$ cat src/rtl/solar_tracker_ctrl_pkg.sv
// ---------------------------------------------------------------------------
// tracker_pkg: shared types for the two-axis solar tracker scheduler.
//   tracker_state_e : scheduler FSM states (ST_FAULT only when the
//                     TRACKER_TIMEOUT_EN macro is defined)
//   dir_t / DIR_*   : direction codes sent to the pwm_control instances
//   axis_e          : which axis the next DECIDE evaluates
//   max3            : helper for sizing the shared dwell counter
// ---------------------------------------------------------------------------
package tracker_pkg;

  typedef enum logic [2:0] {
    ST_IDLE   = 3'd0,
    ST_SAMPLE = 3'd1,
    ST_DECIDE = 3'd2,
    ST_MOVE   = 3'd3,
    ST_SETTLE = 3'd4
`ifdef TRACKER_TIMEOUT_EN
    , ST_FAULT = 3'd5
`endif
  } tracker_state_e;

  typedef logic [1:0] dir_t;
  localparam dir_t DIR_STOP = 2'b00;
  localparam dir_t DIR_POS  = 2'b01;
  localparam dir_t DIR_NEG  = 2'b10;

  typedef enum logic {
    AXIS_H = 1'b0,
    AXIS_V = 1'b1
  } axis_e;

  function automatic int max3(input int a, input int b, input int c);
    int m;
    m = (a > b) ? a : b;
    return (m > c) ? m : c;
  endfunction

endpackage

$ cat src/rtl/solar_tracker_ctrl_if.sv
// ---------------------------------------------------------------------------
// solar_tracker_ctrl_if: sensor handshake, servo controls and status of the
// tracker scheduler.
//   master : the environment side (drives start, sample_valid, ldr_*)
//   slave  : the scheduler side (drives sample_req, dir_*, en_*, status)
//
// Handshake: sample_req is a one-cycle request pulse. sample_valid is a
// per-cycle qualifier for ldr_*; it is taken only while the scheduler is in
// SAMPLE (earliest in the same cycle as sample_req) and ignored otherwise.
// There is no backpressure toward the sensor front end.
// ---------------------------------------------------------------------------
interface solar_tracker_ctrl_if #(
  parameter int DATA_W = 12
);
  import tracker_pkg::*;

  logic              start;
  logic              sample_req;
  logic              sample_valid;
  logic [DATA_W-1:0] ldr_tl;
  logic [DATA_W-1:0] ldr_tr;
  logic [DATA_W-1:0] ldr_bl;
  logic [DATA_W-1:0] ldr_br;
  dir_t              dir_h;
  dir_t              dir_v;
  logic              en_h;
  logic              en_v;
  logic              busy;
  logic              locked;
  logic              fault;
  tracker_state_e    state_dbg;
  axis_e             axis_dbg;

  modport master (
    output start, sample_valid, ldr_tl, ldr_tr, ldr_bl, ldr_br,
    input  sample_req, dir_h, dir_v, en_h, en_v, busy, locked, fault,
           state_dbg, axis_dbg
  );

  modport slave (
    input  start, sample_valid, ldr_tl, ldr_tr, ldr_bl, ldr_br,
    output sample_req, dir_h, dir_v, en_h, en_v, busy, locked, fault,
           state_dbg, axis_dbg
  );

endinterface

$ cat src/rtl/solar_tracker_ctrl_dwell_timer.sv
// ---------------------------------------------------------------------------
// dwell_timer: loadable down-counter shared by MOVE, SETTLE and the sample
// timeout. Loading N-1 makes done rise N-1 cycles later, so a state that
// leaves on done stays exactly N cycles. Holds at zero.
//   load / load_val : synchronous load (takes priority over counting)
//   done            : count is zero
// ---------------------------------------------------------------------------
module dwell_timer #(
  parameter int W = 17
) (
  input  logic         clk,
  input  logic         rst,
  input  logic         load,
  input  logic [W-1:0] load_val,
  output logic         done
);

  logic [W-1:0] cnt_q;

  always_ff @(posedge clk or posedge rst) begin
    if (rst) begin
      cnt_q <= '0;
    end else if (load) begin
      cnt_q <= load_val;
    end else if (cnt_q != '0) begin
      cnt_q <= cnt_q - 1'b1;
    end
  end

  assign done = (cnt_q == '0);

endmodule

$ cat src/rtl/solar_tracker_ctrl.sv
// ---------------------------------------------------------------------------
// solar_tracker_ctrl: closed-loop scheduler for the two-axis solar tracker.
// Requests an LDR sample set, compares quadrant sums for one axis at a time,
// and drives DIR/EN of the horizontal and vertical PWM generators through
// timed move/settle dwells, alternating axes.
//   clk, rst : 1 MHz clock, asynchronous active-high reset
//   bus      : solar_tracker_ctrl_if.slave (handshake, servo controls,
//              busy/locked/fault status, state/axis debug)
// Optional feature: define TRACKER_TIMEOUT_EN to add the sample-wait timeout
// and the FAULT state; otherwise fault is tied to 0.
// All outputs are registered: next values are computed alongside the next
// state and captured on the same edge.
// ---------------------------------------------------------------------------
module solar_tracker_ctrl
  import tracker_pkg::*;
#(
  parameter int DATA_W         = 12,
  parameter int DEADBAND       = 16,
  parameter int FRAME_CYCLES   = 21500,
  parameter int MOVE_FRAMES    = 4,
  parameter int SETTLE_FRAMES  = 2,
  parameter int TIMEOUT_CYCLES = 50000
) (
  input logic                  clk,
  input logic                  rst,
  solar_tracker_ctrl_if.slave  bus
);

  localparam int MOVE_LEN   = MOVE_FRAMES * FRAME_CYCLES;
  localparam int SETTLE_LEN = SETTLE_FRAMES * FRAME_CYCLES;
  localparam int CNT_W      = $clog2(max3(MOVE_LEN, SETTLE_LEN, TIMEOUT_CYCLES) + 1);

  localparam logic signed [DATA_W+1:0] DB_POS = DEADBAND[DATA_W+1:0];
  localparam logic signed [DATA_W+1:0] DB_NEG = -DB_POS;

  tracker_state_e    state_q, state_d;
  axis_e             axis_q, axis_d;
  dir_t              dir_h_q, dir_h_d, dir_v_q, dir_v_d;
  logic              sample_req_q, sample_req_d;
  logic              busy_q, busy_d;
  logic              en_q, en_d;
  logic              locked_q, locked_d;
  // Previous DECIDE was balanced; two in a row (one per axis) means locked.
  logic              bal_prev_q, bal_prev_d;
  logic              capture;
  logic [DATA_W-1:0] tl_q, tr_q, bl_q, br_q;

  logic              tmr_load;
  logic [CNT_W-1:0]  tmr_val;
  logic              tmr_done;

  logic [DATA_W:0]          sum_a, sum_b;
  logic signed [DATA_W+1:0] diff;

`ifdef TRACKER_TIMEOUT_EN
  logic fault_q, fault_d;
`endif

  dwell_timer #(.W(CNT_W)) u_dwell (
    .clk      (clk),
    .rst      (rst),
    .load     (tmr_load),
    .load_val (tmr_val),
    .done     (tmr_done)
  );

  // Horizontal compares left vs right columns, vertical compares top vs bottom.
  always_comb begin
    if (axis_q == AXIS_H) begin
      sum_a = {1'b0, tl_q} + {1'b0, bl_q};
      sum_b = {1'b0, tr_q} + {1'b0, br_q};
    end else begin
      sum_a = {1'b0, tl_q} + {1'b0, tr_q};
      sum_b = {1'b0, bl_q} + {1'b0, br_q};
    end
    diff = $signed({1'b0, sum_a}) - $signed({1'b0, sum_b});
  end

  always_comb begin
    state_d      = state_q;
    axis_d       = axis_q;
    dir_h_d      = dir_h_q;
    dir_v_d      = dir_v_q;
    sample_req_d = 1'b0;
    locked_d     = locked_q;
    bal_prev_d   = bal_prev_q;
    capture      = 1'b0;
    tmr_load     = 1'b0;
    tmr_val      = '0;
`ifdef TRACKER_TIMEOUT_EN
    fault_d      = fault_q;
`endif
    case (state_q)
      ST_IDLE: begin
        if (bus.start) begin
          state_d      = ST_SAMPLE;
          sample_req_d = 1'b1;
`ifdef TRACKER_TIMEOUT_EN
          tmr_load     = 1'b1;
          tmr_val      = CNT_W'(TIMEOUT_CYCLES - 1);
`endif
        end else begin
          locked_d   = 1'b0;
          bal_prev_d = 1'b0;
        end
      end
      ST_SAMPLE: begin
        if (bus.sample_valid) begin
          capture = 1'b1;
          state_d = ST_DECIDE;
        end
`ifdef TRACKER_TIMEOUT_EN
        else if (tmr_done) begin
          state_d = ST_FAULT;
          fault_d = 1'b1;
        end
`endif
      end
      ST_DECIDE: begin
        if ((diff > DB_POS) || (diff < DB_NEG)) begin
          state_d    = ST_MOVE;
          tmr_load   = 1'b1;
          tmr_val    = CNT_W'(MOVE_LEN - 1);
          locked_d   = 1'b0;
          bal_prev_d = 1'b0;
          if (axis_q == AXIS_H) dir_h_d = (diff > DB_POS) ? DIR_POS : DIR_NEG;
          else                  dir_v_d = (diff > DB_POS) ? DIR_POS : DIR_NEG;
        end else begin
          axis_d     = (axis_q == AXIS_H) ? AXIS_V : AXIS_H;
          bal_prev_d = 1'b1;
          if (bal_prev_q) locked_d = 1'b1;
          if (bus.start) begin
            state_d  = ST_SETTLE;
            tmr_load = 1'b1;
            tmr_val  = CNT_W'(SETTLE_LEN - 1);
          end else begin
            state_d  = ST_IDLE;
          end
        end
      end
      ST_MOVE: begin
        if (tmr_done) begin
          state_d  = ST_SETTLE;
          tmr_load = 1'b1;
          tmr_val  = CNT_W'(SETTLE_LEN - 1);
          axis_d   = (axis_q == AXIS_H) ? AXIS_V : AXIS_H;
          dir_h_d  = DIR_STOP;
          dir_v_d  = DIR_STOP;
        end
      end
      ST_SETTLE: begin
        if (tmr_done) begin
          if (bus.start) begin
            state_d      = ST_SAMPLE;
            sample_req_d = 1'b1;
`ifdef TRACKER_TIMEOUT_EN
            tmr_load     = 1'b1;
            tmr_val      = CNT_W'(TIMEOUT_CYCLES - 1);
`endif
          end else begin
            state_d = ST_IDLE;
          end
        end
      end
`ifdef TRACKER_TIMEOUT_EN
      ST_FAULT: begin
        if (!bus.start) begin
          state_d = ST_IDLE;
          fault_d = 1'b0;
        end
      end
`endif
      default: begin
        state_d = ST_IDLE;
        dir_h_d = DIR_STOP;
        dir_v_d = DIR_STOP;
      end
    endcase
    busy_d = (state_d != ST_IDLE);
    en_d   = (state_d != ST_IDLE);
  end

  always_ff @(posedge clk or posedge rst) begin
    if (rst) begin
      state_q      <= ST_IDLE;
      axis_q       <= AXIS_H;
      dir_h_q      <= DIR_STOP;
      dir_v_q      <= DIR_STOP;
      sample_req_q <= 1'b0;
      busy_q       <= 1'b0;
      en_q         <= 1'b0;
      locked_q     <= 1'b0;
      bal_prev_q   <= 1'b0;
      tl_q         <= '0;
      tr_q         <= '0;
      bl_q         <= '0;
      br_q         <= '0;
    end else begin
      state_q      <= state_d;
      axis_q       <= axis_d;
      dir_h_q      <= dir_h_d;
      dir_v_q      <= dir_v_d;
      sample_req_q <= sample_req_d;
      busy_q       <= busy_d;
      en_q         <= en_d;
      locked_q     <= locked_d;
      bal_prev_q   <= bal_prev_d;
      if (capture) begin
        tl_q <= bus.ldr_tl;
        tr_q <= bus.ldr_tr;
        bl_q <= bus.ldr_bl;
        br_q <= bus.ldr_br;
      end
    end
  end

`ifdef TRACKER_TIMEOUT_EN
  always_ff @(posedge clk or posedge rst) begin
    if (rst) fault_q <= 1'b0;
    else     fault_q <= fault_d;
  end
  assign bus.fault = fault_q;
`else
  assign bus.fault = 1'b0;
`endif

  assign bus.sample_req = sample_req_q;
  assign bus.dir_h      = dir_h_q;
  assign bus.dir_v      = dir_v_q;
  assign bus.en_h       = en_q;
  assign bus.en_v       = en_q;
  assign bus.busy       = busy_q;
  assign bus.locked     = locked_q;
  assign bus.state_dbg  = state_q;
  assign bus.axis_dbg   = axis_q;

endmodule

$ cat src/flat_wrapper.sv
// flat-port wrapper written by rule: the top's interface ports become plain ports
module solar_tracker_ctrl_flat import tracker_pkg::*;
#(
  parameter int DATA_W         = 12,
  parameter int DEADBAND       = 16,
  parameter int FRAME_CYCLES   = 21500,
  parameter int MOVE_FRAMES    = 4,
  parameter int SETTLE_FRAMES  = 2,
  parameter int TIMEOUT_CYCLES = 50000
)
  (clk, rst, bus_start, bus_sample_valid, bus_ldr_tl, bus_ldr_tr, bus_ldr_bl, bus_ldr_br, bus_sample_req, bus_dir_h, bus_dir_v, bus_en_h, bus_en_v, bus_busy, bus_locked, bus_fault, bus_state_dbg, bus_axis_dbg);
  solar_tracker_ctrl_if #(.DATA_W(DATA_W)) bus_i ();
  input logic clk;
  input logic rst;
  input wire logic [$bits(bus_i.start)-1:0] bus_start;
  input wire logic [$bits(bus_i.sample_valid)-1:0] bus_sample_valid;
  input wire logic [$bits(bus_i.ldr_tl)-1:0] bus_ldr_tl;
  input wire logic [$bits(bus_i.ldr_tr)-1:0] bus_ldr_tr;
  input wire logic [$bits(bus_i.ldr_bl)-1:0] bus_ldr_bl;
  input wire logic [$bits(bus_i.ldr_br)-1:0] bus_ldr_br;
  output wire logic [$bits(bus_i.sample_req)-1:0] bus_sample_req;
  output wire logic [$bits(bus_i.dir_h)-1:0] bus_dir_h;
  output wire logic [$bits(bus_i.dir_v)-1:0] bus_dir_v;
  output wire logic [$bits(bus_i.en_h)-1:0] bus_en_h;
  output wire logic [$bits(bus_i.en_v)-1:0] bus_en_v;
  output wire logic [$bits(bus_i.busy)-1:0] bus_busy;
  output wire logic [$bits(bus_i.locked)-1:0] bus_locked;
  output wire logic [$bits(bus_i.fault)-1:0] bus_fault;
  output wire logic [$bits(bus_i.state_dbg)-1:0] bus_state_dbg;
  output wire logic [$bits(bus_i.axis_dbg)-1:0] bus_axis_dbg;
  assign bus_i.start = bus_start;
  assign bus_i.sample_valid = bus_sample_valid;
  assign bus_i.ldr_tl = bus_ldr_tl;
  assign bus_i.ldr_tr = bus_ldr_tr;
  assign bus_i.ldr_bl = bus_ldr_bl;
  assign bus_i.ldr_br = bus_ldr_br;
  assign bus_sample_req = bus_i.sample_req;
  assign bus_dir_h = bus_i.dir_h;
  assign bus_dir_v = bus_i.dir_v;
  assign bus_en_h = bus_i.en_h;
  assign bus_en_v = bus_i.en_v;
  assign bus_busy = bus_i.busy;
  assign bus_locked = bus_i.locked;
  assign bus_fault = bus_i.fault;
  assign bus_state_dbg = bus_i.state_dbg;
  assign bus_axis_dbg = bus_i.axis_dbg;
  solar_tracker_ctrl #(.DATA_W(DATA_W), .DEADBAND(DEADBAND), .FRAME_CYCLES(FRAME_CYCLES), .MOVE_FRAMES(MOVE_FRAMES), .SETTLE_FRAMES(SETTLE_FRAMES), .TIMEOUT_CYCLES(TIMEOUT_CYCLES)) u_core (.clk(clk), .rst(rst), .bus(bus_i));
endmodule
$ cat config.mk
export PLATFORM = sky130hd
export DESIGN_NAME = solar_tracker_ctrl_flat
export DESIGN_NICKNAME = d
export VERILOG_FILES = /design/src/rtl/solar_tracker_ctrl_pkg.sv /design/src/rtl/solar_tracker_ctrl_if.sv /design/src/rtl/solar_tracker_ctrl_dwell_timer.sv /design/src/rtl/solar_tracker_ctrl.sv /design/src/flat_wrapper.sv
export SDC_FILE = /design/constraint.sdc
export NUM_CORES = 1
export LEC_CHECK = 0
export ABC_AREA = 1
export BUFFER_PORTS_ARGS = -buffer_cell sky130_fd_sc_hd__buf_2
export CORE_ASPECT_RATIO = 0.75
export CORE_MARGIN = 5
export CORE_UTILIZATION = 60
export CTS_BUF_LIST = sky130_fd_sc_hd__clkbuf_8
export CTS_CLUSTER_SIZE = 25
export DETAILED_ROUTE_END_ITERATION = 8
export PLACE_DENSITY = 0.9
export RECOVER_POWER = 100
export SKIP_CTS_REPAIR_TIMING = 1
export SYNTH_ARGS = -nofsm -noshare
export SYNTH_HDL_FRONTEND = slang
export SYNTH_SLANG_ARGS = --single-unit
$ cat constraint.sdc
create_clock -name clk -period 10.5 [get_ports clk]
set_input_delay 0.525 -clock clk [delete_from_list [all_inputs] [get_ports clk]]
set_output_delay 0.525 -clock clk [all_outputs]
set_load 0.01 [all_outputs]
=== Word level (Yosys, flattened, before mapping) ===
Cells that the tools add are included.

* Add/subtract/negate cells: 6
* $lt $le $gt $ge: 2
* Equal/unequal tests: 11
* Multiplexer cells: 42
* Bitwise logic cells: 1
* Reduce and logical (&&, ||, !) cells: 14

{| class="wikitable"
|+ Operators by type and width
! operator !! count
|-
| $add A12 B12 Y13 || 4
|-
| $mux W17 || 3
|-
| $pmux W17 S2 || 1
|-
| $mux W16 || 2
|-
| $mux W13 || 2
|-
| $mux W3 || 6
|-
| $logic_not A17 Y1 || 1
|-
| $reduce_bool A17 Y1 || 1
|-
| $sub A17 B1 Y17 const B || 1
|-
| $pmux W3 S5 || 1
|-
| $gt A14 B6 Y1 const B || 1
|-
| $lt A14 B5 Y1 const B || 1
|-
| $mux W1 || 14
|-
| $sub A13 B13 Y14 || 1
|-
| $mux W2 || 6
|-
| $pmux W2 S3 || 2
|-
| $pmux W1 S2 || 5
|-
| $reduce_and A4 Y1 || 2
|-
| $eq A3 B2 Y1 const B || 2
|-
| $ne A2 B1 Y1 const B || 3
|-
| $ne A2 B2 Y1 const B || 3
|-
| $reduce_and A3 Y1 || 2
|-
| $reduce_bool A2 Y1 || 3
|-
| $eq A3 B1 Y1 const B || 1
|-
| 8 further kinds || 8
|}

* Register bits: 77
* Output and inout bits: 14
* Logic and storage cells: 89

=== Longest topological paths before layout ===
Gate-level depths: netlist of the first run.

* Depth after elaboration: 8
* Mapped depth: 31
* Depth with buffers taken out: 29

=== By module ===
From an unflattened synthesis of the first run, not the netlist that was laid out.

* Cell total of the unflattened synthesis: 816
* Area total of the unflattened synthesis: 5735.5 um^2

{| class="wikitable"
|+ By module, submodules not included
! module !! times used !! cells each !! area an instance (um^2)
|-
| solar_tracker_ctrl || 1 || 659 || 4593.2
|-
| dwell_timer || 1 || 157 || 1142.3
|}

=== Worst setup path before layout of the first run ===
No wires, ideal clock.

* Path kind: register to register
* Start point: register u_core.axis_q, in the netlist u_core.bus.axis_dbg
* End point: register u_core.u_dwell.cnt_q[13]
* Library setup time: 113 ps
* Data arrival time: 3862 ps
* Setup slack: 6525 ps
* Stages on the path, launching flop included: 28
* Path through: dfrtp_1 > clkbuf_1 > clkbuf_1 > o21ai_0 > ha_1 > fa_1 > nand3_1 > nand3_1 > a21oi_1 > nor2_1 > nor2_1 > o21bai_1 > xor2_1 > ha_1 > a21o_1 > nor2_1 > nand3_1 > nand2_1 > nand2_1 > nor2_1 > nand3_1 > nand2_1 > nand2_2 > nand2_4 > buf_8 > nand3_4 > nand2_1 > inv_1

* Word-level cells in the longest chain between the ends: 7

{| class="wikitable"
|+ Ends and longest elaborated chain
! item !! line !! source
|-
| start: declaration || solar_tracker_ctrl.sv:37 || <nowiki>axis_e axis_q, axis_d;</nowiki>
|-
| start signal: assignment || solar_tracker_ctrl.sv:200 || <nowiki>axis_q <= axis_d;</nowiki>
|-
| $mux W13 || solar_tracker_ctrl.sv:69 || <nowiki>if (axis_q == AXIS_H) begin</nowiki>
|-
| $sub A13 B13 Y14 (*) || solar_tracker_ctrl.sv:76 || <nowiki>diff = $signed({1'b0, sum_a}) - $signed({1'b0, sum_b});</nowiki>
|-
| $gt A14 B6 Y1 / $lt A14 B5 Y1 (equally long branches) || solar_tracker_ctrl.sv:120 || <nowiki>if ((diff > DB_POS) || (diff < DB_NEG)) begin</nowiki>
|-
| $logic_or A1 B1 Y1 (*) || solar_tracker_ctrl.sv:120 ||
|-
| $mux W17 / $mux W1 (equally long branches) || solar_tracker_ctrl.sv:120 ||
|-
| $pmux W17 S2 / $pmux W1 S2 (equally long branches) || solar_tracker_ctrl.sv:93 || <nowiki>case (state_q)</nowiki>
|-
| $mux W17 / $reduce_bool A2 Y1 (equally long branches) || n/a ||
|-
| end signal: assignment || solar_tracker_ctrl_dwell_timer.sv:24 || <nowiki>cnt_q <= load_val;</nowiki>
|-
| end signal: assignment || solar_tracker_ctrl_dwell_timer.sv:26 || <nowiki>cnt_q <= cnt_q - 1'b1;</nowiki>
|-
| end: declaration || solar_tracker_ctrl_dwell_timer.sv:18 || <nowiki>logic [W-1:0] cnt_q;</nowiki>
|}

Every way passes the cells marked *; elsewhere a longest branch is shown, timed or not.
A chain may end at the register's enable or synchronous reset.

=== Final worst setup path of the first run ===
* Start point: register u_core.axis_q, in the netlist u_core.bus.axis_dbg
* End point: register u_core.u_dwell.cnt_q[2]

Same word-level chain as after synthesis.

==> results of run 1 <==
## cells in the final DEF, fill, tap and decap left out, types with 16 or more instances in the layout
master,count
nand2_1,259
inv_1,104
dfrtp_1,77
o21ai_0,70
buf_2,51
nor2_1,44
nand3_1,39
ha_1,38
a21oi_1,26
xor2_1,24
clkbuf_1,16
## how the worst max path moves through the flow
| stage | from | end | slack (ns) | depth (start not counted) |
|---|---|---|---|---|
| 6_report | u_core.bus.axis_dbg | u_core.u_dwell.cnt_q[2] | 4.36 | 27 |
| 5_1_grt | u_core.bus.axis_dbg | u_core.u_dwell.cnt_q[9] | 3.65 | 28 |
| 4_1_cts | u_core.bus.axis_dbg | u_core.bus.busy | 5.96 | 28 |
| 3_5_place_dp | u_core.bus.axis_dbg | u_core.bus.busy | 6.00 | 27 |
| 3_3_place_gp | u_core.bus.axis_dbg | u_core.u_dwell.cnt_q[10] | 6.17 | 25 |
| 2_1_floorplan | u_core.bus.axis_dbg | u_core.u_dwell.cnt_q[13] | 6.52 | 27 |
## state kept, by name (all words and copies together), names as in the netlist, 2 cells and up
signal                count
u_core.tl_q              12
u_core.bl_q              12
u_core.tr_q              12
u_core.bus.dir_h          2
u_core.u_dwell.cnt_q     17
u_core.br_q              12
u_core.bus.state_dbg      3
u_core.bus.dir_v          2
## through the flow
step | instance area (um^2) | utilization [%]
floorplan | 5593 | -
global placement | 5993 | 65.98
detailed placement | 5993 | 65.98
CTS | 6213 | 68.40
global route | 6137 | 67.56
finish | 6137 | 67.56
## layout make-up
cell class              count  area (um^2)  share of cell area [%]
flip-flops and latches     77         1927                   31.40
inverters                 109        409.1                   6.667
clock inverters             6        96.34                   1.570
clock buffers               9        123.9                   2.018
multi-input cells         570         3105                   50.60
well taps                 128        160.2                   2.610
repair buffers             67        315.3                   5.138
## worst reg2reg max path: stages, from the launching register on
cell,delay [ns]
dfrtp_1,0.40
clkbuf_1,1.19
o21ai_0,0.54
ha_1,0.42
nand3_1,0.06
nand2_1,0.13
nand2_1,0.07
o211ai_1,0.14
a21o_1,0.17
nand2_1,0.05
nand2_1,0.09
a21oi_1,0.06
o21ai_0,0.23
xnor2_1,0.14
ha_1,0.39
nand2_1,0.10
nor2_1,0.15
nand3_1,0.12
nand4_1,0.10
nand2_1,0.09
nor2_1,0.09
nand3_1,0.11
nand2_1,0.12
nand2_1,0.08
nand2_1,0.39
inv_1,0.13
nor2_1,0.28
o21ai_0,0.15
## metal layers
metal | up-vias | part of all wire [%]
li1 | 2588 | -
met1 | 2374 | 47
met2 | 228 | 42
met3 | 23 | 9.3
met4 | 0 | 1.5
met5 | - | 0
## kinds of logic after synthesis
family	Yosys count	share of synthesized area [%]
buf+inv	130	9.284
compound gates	113	11.68
simple gates	383	29.93
xor+xnor	32	5.011
flops	77	34.45
fa+ha+maj	41	9.575
other cells	1	0.06705
==> impl_metrics.toml, run 1 <==
[run_status]
status = "finished with violations"
violations = "max-capacitance violations, max-slew violations"

[floorplanning]
die_h_um = 93.61
die_w_um = 121.5
fp.dieArea_um2 = 11370
rows = 30
initial_core_util_pct = 61.57
core-area_um2 = 9084
io_pins = 66

[clocking]
cts_tree = "built"
cts_root_buf = "clkbuf_8"
ctsHtreeMaxLevel = 3
clk_pin_slew_ns = 0.08
cts_buffer_depth = 2
clock_latency_ns = 0.36
clock_sinks = 77
numCtsBuffers = 9

[global_route]
grt.met1_usage_pct = 37.09
grt_start_max_net_pins = 78
grt_pass1_wl_um = 22160
met3_usage_pct = 5.925
gr-usage-met2_pct = 35.63
grt_pass1_vias = 4702
grtUsageTotal_pct = 24.58
busiest_layer = "met1"
antenna_found_initial = 0
overflow = 0

[routing]
drt_iter0_markers = 490
post-route-drc-count = 0
drt_first_pass_iters = 6
wl_per_cell_um = 14.20
vias = 5213
antenna_left = 0
drt_wl_total_um = 13720
viasPerCell = 5.396

[timing]
tightest_slew_ns = 3.905
whs_ns = 0.3565
max_freq_mhz = 162.7
setup_viol = 0
tns_ns = 0
fin_crit_sh_pct = 58.52
clock_skew_ns = 0.01069
fin_crit_ns = 6.144
slew-limit-headroom_pct = -160.4
rsz0062_at_grt = "no"
final.setup.worst_slack_ns = 4.356
slew_violations = 201
hold_viol = 0

[synth]
synth_edf_count = 0
syn_inst = 777
synthMostInstantiatedCell = "nand2_1"
synth_commonest_cells = "nand2_1 (256), inv_1 (104), dfrtp_1 (77)"
synth-seq-cells = 77
synth_top_area_share_pct = 34.45
syn_area_um2 = 5593
synth_ff_type = "dfrtp_1"
postSynthAreaPerCell_um2 = 7.198
yosysWarnings = 0
ys_seq_area_share_pct = 34.45
synth_cell_type_count = 44
synth_area_leader_cell = "dfrtp_1"
async_flop_share_pct = 100.0
netlist_top_cells_area = "dfrtp_1 (34%), nand2_1 (17%), ha_1 (8.5%)"
syn-num-nets = 870

[setup_path]
path_class = "flip-flop to flip-flop"
cp_max_fo = 49
cp.buffers_inverters = 2
cp-end-kind = "flip-flop"
cpPeakStageDelay_ns = 1.19
crit_arrival_ns = 6.33
path_delay_family = "simple AND/OR/NAND/NOR gates"
critPathRequiredTime_ns = 10.69
cp-start-kind = "flip-flop"
rr_startpoint = "u_core.bus.axis_dbg"
reg2reg_to = "u_core.u_dwell.cnt_q[2]"
rr_worst_depth = 27
cp_slowest_cell = "clkbuf_1"
timing.critical_path.mode_cell = "nand2_1"
rrSetupSlack_ns = 4.36

[hold_path]
hold_path_end = "u_core.br_q[10]"
hold_start = "bus_ldr_br[10]"
min_path_type = "input pin to flip-flop"
hold_depth = 3

[cells_and_area]
diodes = 0
stdcell_count = 966
area_delta_synth_final_pct = 9.732
fillers = 769
nets = 927
drive_gt1_share_pct = 11.46

[place]
dp_slack_ns = 6.004
numPortBuffers = 64
gp_congestion = 0.9824
dp_hpwl_um = 10430
dp.cells = 951

[job]
maxCapViolations = 3
Power of run 1 is not shown: default switching activity piles up to over one toggle a cycle in this logic, so the estimate is an artifact.
==> run 2: changes to the inputs <==
- clock period: 10.5 -> 6.1 ns (I/O delays scaled with it)
==> run 2 against run 1 <==
  * The flow still finishes with violations (max-capacitance violations, max-slew violations)
  * Register-to-register slack got worse by 3.4 ns
  * Utilization barely moved
  * Sequential share of layout area barely moved
  * Global-route usage rose by 0.67 points
  * Clock skew fell by 0.0030 ns
==> impl_metrics.toml, run 2 (synthesis gave the netlist of run 1 again) <==
[floorplanning]
die_w_um = 121.5
initial_core_util_pct = 61.57
die_h_um = 93.61
fp.dieArea_um2 = 11370
core-area_um2 = 9084
rows = 30
io_pins = 66

[routing]
viasPerCell = 5.353
drt_iter0_markers = 407
vias = 5171
drt_wl_total_um = 13750
drt_first_pass_iters = 5
wl_per_cell_um = 14.23
post-route-drc-count = 0
antenna_left = 0

[setup_path]
rrSetupSlack_ns = 0.95
path_delay_family = "simple AND/OR/NAND/NOR gates"
cpPeakStageDelay_ns = 0.80
reg2reg_to = "u_core.u_dwell.cnt_q[10]"
cp-start-kind = "flip-flop"
timing.critical_path.mode_cell = "nand2_1"
cp.buffers_inverters = 2
rr_worst_depth = 27
crit_arrival_ns = 5.35
rr_startpoint = "u_core.bus.axis_dbg"
crit_cells = 27
endpoint = "u_core.u_dwell.cnt_q[10]"
cp-end-kind = "flip-flop"
critPathRequiredTime_ns = 6.30
path_class = "flip-flop to flip-flop"
cp_max_fo = 29
timing.critical_path.from = "u_core.bus.axis_dbg"
cp_slowest_cell = "dfrtp_1"

[timing]
tns_ns = 0
slew-limit-headroom_pct = -161.0
rsz0062_at_grt = "no"
fin_crit_sh_pct = 84.51
clock_skew_ns = 0.007705
max_freq_mhz = 194.0
tightest_slew_ns = 3.915
fin_crit_ns = 5.155
setup_viol = 0
slew_violations = 135
hold_viol = 0

[place]
numPortBuffers = 64
dp_hpwl_um = 10760
gp_congestion = 0.9136

[run_status]
status = "finished with violations"
violations = "max-capacitance violations, max-slew violations"

[cells_and_area]
final_cell_mix = "nand2_1 (259), inv_1 (105), dfrtp_1 (77)"
area_delta_synth_final_pct = 9.709
top_register = "u_core.u_dwell.cnt_q"
drive_gt1_share_pct = 11.58
final_common_cell = "nand2_1"
finalCoreUtilization_pct = 67.55
nets = 927
largest_reg_flops = 17
diodes = 0

[clocking]
cts_tree = "built"
numCtsBuffers = 9
cts_root_buf = "clkbuf_8"
ctsHtreeMaxLevel = 3
clock_sinks = 77
cts_buffer_depth = 2
clock_latency_ns = 0.36
clk_pin_slew_ns = 0.08

[global_route]
grtUsageTotal_pct = 25.25
grt_start_max_net_pins = 78
overflow = 0
antenna_found_initial = 0
grt_pass1_vias = 4878
grt_pass1_wl_um = 22990

[hold_path]
min_path_type = "input pin to flip-flop"

[job]
maxCapViolations = 2
[run 2: cell types whose count changed in the layout (fill, tap and decap cells not counted), sizes merged]
cell,previous run,this run
inv,110,111
clkbuf,25,24
clkinv,2,1
buf,51,52
[run 2: tightest hold or removal path: cells and delay by family]
| family | cells | cell delay [ns] |
|---|---|---|
| and+or+nand+nor | 2 | 0.09 |
| buffers and inverters | 1 | 0.07 |
[run 2: stage by stage]
stage | worst slack, ns | hold WS [ns] | cell area, um^2 | cells
finish | 0.9451 | 0.1379 | 6136 | 966
global route | 0.4689 | 0.1431 | 6136 | 966
CTS | 1.452 | 0.1282 | 6213 | 966
detailed placement | 1.468 | 0.4605 | 5993 | 951
global placement | 1.656 | 0.4521 | 5993 | 951
floorplan | 2.125 | 0.4216 | 5593 | 777
[run 2: layout make-up]
cell class | count | area [um^2]
Clock buffer | 9 | 123.9
Sequential cell | 77 | 1927
Inverter | 109 | 409.1
Fill cell | 781 | 2948
Multi-Input combinational cell | 570 | 3100
Tap cell | 128 | 160.2
Timing Repair Buffer | 67 | 319.1
Clock inverter | 6 | 96.34
[run 2: worst min-delay path by stage]
stage / startpoint / endpoint / slack, ns / depth (start not counted)
final: bus_ldr_tl[6] / u_core.tl_q[6] / 0.14 / 3
after global routing: bus_ldr_br[11] / u_core.br_q[11] / 0.14 / 3
after CTS: bus_ldr_tl[6] / u_core.tl_q[6] / 0.13 / 3
after detailed placement: u_core.bus.dir_h[1] / u_core.bus.dir_h[1] / 0.46 / 2
after global placement: u_core.bus.dir_v[1] / u_core.bus.dir_v[1] / 0.45 / 2
after floorplan: bus_ldr_br[0] / u_core.br_q[0] / 0.42 / 2
[run 2: layer usage]
layer | global-route usage [%] | vias up | share of wire, %
met3 | 4.474 | 22 | 8.3
met1 | 38.01 | 2358 | 48
met5 | 0 | - | 0
li1 | - | 2573 | -
met4 | 7.369 | 0 | 1.8
met2 | 37.06 | 218 | 42
Power of run 2 is left out for the same reason.
